--- src/rtl/image_uart_transmitter.sv ---
// Streams IMAGE_BYTES bytes from the image RAM read port out of an 8N1 UART line.
// state  | meaning
// IDLE   | line high, waiting for start_transmission_i
// FETCH  | address stable, waiting RAM_LATENCY+1 cycles, then capture the byte
// START  | start bit (low) for CLKS_PER_BIT cycles
// DATA   | eight data bits, LSB first
// STOP   | stop bit (high); byte/image completion pulses on its last cycle
module image_uart_transmitter #(
  parameter int          CLKS_PER_BIT = 5208,
  parameter int          IMAGE_BYTES  = 65536,
  parameter logic [15:0] START_ADDR   = 16'h0000,
  parameter int          RAM_LATENCY  = 1
) (
  input  logic        main_clock_i,
  input  logic        reset_n_i,
  input  logic        start_transmission_i,
  output logic [15:0] ex_address_o,
  input  logic [7:0]  ex_dataout_i,
  output logic        uart_tx_o,
  output logic        tx_busy_o,
  output logic        transmitted_8_bits_o,
  output logic        transmission_done_o
);

  localparam int BAUD_W  = $clog2(CLKS_PER_BIT);
  localparam int FETCH_W = (RAM_LATENCY > 0) ? $clog2(RAM_LATENCY + 1) : 1;

  localparam logic [BAUD_W-1:0]  BAUD_RELOAD = BAUD_W'(CLKS_PER_BIT - 1);
  localparam logic [BAUD_W-1:0]  BAUD_ONE    = BAUD_W'(1);
  localparam logic [FETCH_W-1:0] FETCH_LAST  = FETCH_W'(RAM_LATENCY);
  localparam logic [16:0]        LAST_BYTE   = 17'(IMAGE_BYTES - 1);

  localparam logic [2:0] ST_IDLE  = 3'd0;
  localparam logic [2:0] ST_FETCH = 3'd1;
  localparam logic [2:0] ST_START = 3'd2;
  localparam logic [2:0] ST_DATA  = 3'd3;
  localparam logic [2:0] ST_STOP  = 3'd4;

  logic [2:0]         state_q, state_d;
  logic [15:0]        addr_q, addr_d;
  logic [16:0]        count_q, count_d;
  logic [FETCH_W-1:0] fetch_q, fetch_d;
  logic [BAUD_W-1:0]  baud_q, baud_d;
  logic [2:0]         bit_q, bit_d;
  logic [7:0]         shift_q, shift_d;

  logic uart_tx_q, uart_tx_d;
  logic busy_q, busy_d;
  logic byte_pulse_q, byte_pulse_d;
  logic done_pulse_q, done_pulse_d;

  logic baud_zero;
  logic last_byte;

  assign baud_zero = (baud_q == '0);
  assign last_byte = (count_q == LAST_BYTE);

  always_comb begin
    state_d = state_q;
    addr_d  = addr_q;
    count_d = count_q;
    fetch_d = fetch_q;
    baud_d  = baud_q;
    bit_d   = bit_q;
    shift_d = shift_q;
    case (state_q)
      ST_IDLE: begin
        if (start_transmission_i) begin
          state_d = ST_FETCH;
          addr_d  = START_ADDR;
          count_d = '0;
          fetch_d = '0;
        end
      end
      ST_FETCH: begin
        if (fetch_q == FETCH_LAST) begin
          shift_d = ex_dataout_i;
          baud_d  = BAUD_RELOAD;
          state_d = ST_START;
        end else begin
          fetch_d = fetch_q + FETCH_W'(1);
        end
      end
      ST_START: begin
        if (baud_zero) begin
          baud_d  = BAUD_RELOAD;
          bit_d   = 3'd0;
          state_d = ST_DATA;
        end else begin
          baud_d = baud_q - BAUD_W'(1);
        end
      end
      ST_DATA: begin
        if (baud_zero) begin
          baud_d  = BAUD_RELOAD;
          shift_d = shift_q >> 1;
          if (bit_q == 3'd7) begin
            state_d = ST_STOP;
          end else begin
            bit_d = bit_q + 3'd1;
          end
        end else begin
          baud_d = baud_q - BAUD_W'(1);
        end
      end
      ST_STOP: begin
        if (baud_zero) begin
          if (last_byte) begin
            // address is left on the final byte; the image never wraps
            state_d = ST_IDLE;
          end else begin
            addr_d  = addr_q + 16'd1;
            count_d = count_q + 17'd1;
            fetch_d = '0;
            state_d = ST_FETCH;
          end
        end else begin
          baud_d = baud_q - BAUD_W'(1);
        end
      end
      default: state_d = ST_IDLE;
    endcase
  end

  // Line follows the current state one cycle later, so the start bit appears
  // one cycle after FETCH ends and the stop bit runs into the next FETCH gap.
  always_comb begin
    uart_tx_d = 1'b1;
    case (state_q)
      ST_START: uart_tx_d = 1'b0;
      ST_DATA:  uart_tx_d = shift_q[0];
      default:  uart_tx_d = 1'b1;
    endcase
  end

  // Pulses are raised one cycle early so they land on the last STOP cycle.
  assign byte_pulse_d = (state_q == ST_STOP) && (baud_q == BAUD_ONE);
  assign done_pulse_d = byte_pulse_d && last_byte;
  assign busy_d       = (state_d != ST_IDLE);

  always_ff @(posedge main_clock_i) begin
    if (!reset_n_i) begin
      state_q      <= ST_IDLE;
      addr_q       <= START_ADDR;
      count_q      <= '0;
      fetch_q      <= '0;
      baud_q       <= '0;
      bit_q        <= '0;
      shift_q      <= '0;
      uart_tx_q    <= 1'b1;
      busy_q       <= 1'b0;
      byte_pulse_q <= 1'b0;
      done_pulse_q <= 1'b0;
    end else begin
      state_q      <= state_d;
      addr_q       <= addr_d;
      count_q      <= count_d;
      fetch_q      <= fetch_d;
      baud_q       <= baud_d;
      bit_q        <= bit_d;
      shift_q      <= shift_d;
      uart_tx_q    <= uart_tx_d;
      busy_q       <= busy_d;
      byte_pulse_q <= byte_pulse_d;
      done_pulse_q <= done_pulse_d;
    end
  end

  assign ex_address_o         = addr_q;
  assign uart_tx_o            = uart_tx_q;
  assign tx_busy_o            = busy_q;
  assign transmitted_8_bits_o = byte_pulse_q;
  assign transmission_done_o  = done_pulse_q;

endmodule

--- config.mk ---
export PLATFORM = sky130hd
export DESIGN_NAME = image_uart_transmitter
export DESIGN_NICKNAME = d
export VERILOG_FILES = /design/src/rtl/image_uart_transmitter.sv
export SDC_FILE = /design/constraint.sdc
export NUM_CORES = 1
export LEC_CHECK = 0
export BUFFER_PORTS_ARGS = -buffer_cell sky130_fd_sc_hd__buf_2
export CAP_MARGIN = 10
export CORE_MARGIN = 4
export CORE_UTILIZATION = 55
export CTS_BUF_LIST = sky130_fd_sc_hd__clkbuf_16
export CTS_CLUSTER_DIAMETER = 120
export DETAILED_ROUTE_END_ITERATION = 8
export PLACE_DENSITY = 0.75
export SLEW_MARGIN = 10
export SYNTH_ARGS = -nofsm -noshare
export SYNTH_HDL_FRONTEND = slang
export SYNTH_SLANG_ARGS = --single-unit
--- constraint.sdc ---
create_clock -name main_clock_i -period 2.9 [get_ports main_clock_i]
set_input_delay 0.29 -clock main_clock_i [delete_from_list [all_inputs] [get_ports main_clock_i]]
set_output_delay 0.29 -clock main_clock_i [all_outputs]
set_load 0.02 [all_outputs]
==> results.sh <==
export IMPL_finalCritPeriodShare_pct=90.5
export IMPL_start_util_pct=58.2
export IMPL_cts_buffers=9
export IMPL_grt_use_total_pct=20.1
export IMPL_fin_hold_ws_ps=228
export IMPL_switching_share_pct=27.9
export IMPL_grt_pass1_wl_um=12100
export IMPL_r2r_start="baud_q[1]"
export IMPL_fin_setup_tns_ps=0
export IMPL_die_height_um=85.3
export IMPL_yosysSeqAreaShare_pct=39.6
export IMPL_io_pins=31
export IMPL_die_area_um2=7270
export IMPL_drive_gt1_share_pct=15.4
export IMPL_power_leakage_nw=1.46
export IMPL_hold_violations=0
export IMPL_synthesis_area_um2=3290
export IMPL_place_port_buffers=30
export IMPL_grt_max_degree=30
export IMPL_synth_top_area_cell="dfxtp_1"
export IMPL_dr_pass1_iters=5
export IMPL_status="finished clean"
export IMPL_wl_met1_um=3260
export IMPL_skew_ps=5.21
export IMPL_slew_headroom_pct=60.4
export IMPL_slew_violations=0
export IMPL_wl_met2_um=3450
export IMPL_wl_met3_um=223
export IMPL_dp_hpwl_um=4800
export IMPL_rsz0062_at_grt="no"
export IMPL_cts_sink_count=65
export IMPL_gp_routability_congestion=0.818
export IMPL_cts_root_buf="clkbuf_16"
export IMPL_grt_pass1_vias=2721
export IMPL_clk_latency_ps=330
export IMPL_stdcell_count=501
export IMPL_clockPowerShare_pct=42.4
export IMPL_synth_cell_types=56
export IMPL_fin_nets=443
export IMPL_switching_power_mw=0.724
export IMPL_critPathCaptureType="flop"
export IMPL_antenna_left=0
export IMPL_syn_mean_instance_area_um2=8.34
export IMPL_crit_fanout=15
export IMPL_core_area_um2=5640
export IMPL_synth_common_cells="dfxtp_1, a21oi_1, nand2_1"
export IMPL_cp_arrival_ps=2840
export IMPL_route_detailed_drc=0
export IMPL_cp_required_ps=3120
export IMPL_via_count=2975
export IMPL_first_iter_violations=144
export IMPL_irDropWorstVdd_mv=0.446
export IMPL_cap_viol_max_count=0
export IMPL_synth_warnings=0
export IMPL_fmax_mhz=381
export IMPL_wirelength_um=7030
export IMPL_powerDensity_nw_per_um2=672
export IMPL_async_flop_share_pct=0
export IMPL_clk_path_buf_depth=2
export IMPL_internal_power_mw=1.87
export IMPL_placed_cells=486
export IMPL_diodes=0
export IMPL_synth_cells=394
export IMPL_synth_most_common_cell="dfxtp_1"
export IMPL_whs_path_depth=3
export IMPL_r2r_end="shift_q[2]"
export IMPL_combPwrFrac_pct=19.5
export IMPL_synth_ff_type="dfxtp_1"
export IMPL_area_delta_synth_final_pct=17.3
export IMPL_synth_area_top_cells="dfxtp_1, a21oi_1, nand3_1"
export IMPL_rows=27
export IMPL_pwr_share_seq_pct=38.1
export IMPL_synth_edf_count=0
export IMPL_vias_per_cell=5.94
export IMPL_cts_tree="yes"
export IMPL_hold_path_end="shift_q[7]"
export IMPL_ctsHoldBuffers=0
export IMPL_synthesis_nets=412
export IMPL_clk_pin_slew_worst_paths_ps=50
export IMPL_cts_htree_levels=3
export IMPL_setup_viol=0
export IMPL_antenna_found_initial=0
export IMPL_cp_start_kind="flop"
export IMPL_rrSetupSlack_ps=280
export IMPL_post_drt_wl_per_cell_um=14.0
export IMPL_worst_setup_path_type="flop to flop"
export IMPL_finalCriticalPeriod_ps=2620
export IMPL_top_layer="met4"
export IMPL_worst_pin_slew_ps=589
export IMPL_synth_seq_cells=65
export IMPL_synth_top_area_share_pct=39.6
export IMPL_overflow=0
export IMPL_postCtsSetupBuffers=0
export IMPL_min_delay_start="ex_dataout_i[7]"
export IMPL_reg2reg_depth=8
export IMPL_ctsResizeCount=0
export IMPL_dieWidth_um=85.3
export IMPL_p_total_mw=2.59
export IMPL_hp_class="input pin to flop"
-- registers in the layout (all words and copies together), names as in the netlist --
register              count
tx_busy_o                 1
ex_address_o             16
bit_q                     3
transmitted_8_bits_o      1
transmission_done_o       1
count_q                  17
uart_tx_o                 1
state_q                   3
fetch_q                   1
shift_q                   8
baud_q                   13
-- metrics by stage --
step | instance area, um2 | utilization [%] | worst slack, ps
detailed placement | 3550 | 63.0 | 302
finish | 3850 | 68.3 | 277
global placement | 3550 | 63.0 | 370
floorplan | 3290 | - | 400
global route | 3850 | 68.3 | 38.3
CTS | 3850 | 68.3 | 278
-- power groups by stage --
stage / Sequential (mW) / Clock [mW] / Combinational (mW)
after global routing: 0.993 / 1.16 / 0.559
after global placement: 1.00 / 0 / 0.485
after floorplan: 1.00 / 0 / 0.364
final: 0.987 / 1.10 / 0.506
after detailed placement: 1.00 / 0 / 0.501
after CTS: 0.986 / 1.12 / 0.505
-- routing by layer --
layer	global-route usage (%)	vias to the layer above
met3	3.50	8
li1	-	1533
met4	8.92	0
met2	33.9	45
met5	0	-
met1	24.9	1389
-- worst max-delay path, stage by stage (launching register included) --
cell and delay [ps]:
dfxtp_1 340, inv_1 110, ha_1 190, or3b_2 510, or4_1 710, o21ai_2 210
buf_4 210, nand3_1 90, o211a_1 130
-- logic make-up after synthesis --
kind of cell	synth area share [%]
muxes	0.609
AOI/OAI and AO/OA	22.4
DFF	39.6
adders and majority gates	2.67
xor gates and xnor gates	1.33
and+or+nand+nor	29.0
buffers and inverters	4.42
-- worst max-delay path by stage --
stage / endpoint / cells past startpoint / slack, ps / from
2_1_floorplan: shift_q[4] / 9 / 400 / baud_q[1]
3_3_place_gp: ex_address_o[10] / 6 / 370 / baud_q[5]
3_5_place_dp: shift_q[2] / 8 / 300 / baud_q[1]
4_1_cts: shift_q[2] / 8 / 280 / baud_q[1]
5_1_grt: count_q[11] / 9 / 40 / count_q[7]
6_report: shift_q[2] / 8 / 280 / baud_q[1]
-- cell type report --
type	instances	area [um2]
Clock buffer	9	225
Clock inverter	6	75.1
Fill cell	457	1790
Inverter	11	41.3
Multi-Input combinational cell	293	1850
Sequential cell	65	1300
Tap cell	72	90.1
Timing Repair Buffer	45	275
-- placed cells by master (no fill, tap or decap), drive strengths merged, types with 3 or more instances in the layout --
master	instances
a21boi	13
a21oi	39
and2	6
and3	5
and4	3
buf	45
clkbuf	9
clkinv	3
dfxtp	65
ha	7
inv	12
nand2	37
nand2b	3
nand3	28
nand4	9
nor2	12
nor2b	6
nor3	4
nor4	3
o211a	7
o21ai	24
o31ai	13
or3	20
or4	18
xor2	4
Power figures use the tool's default switching activity.
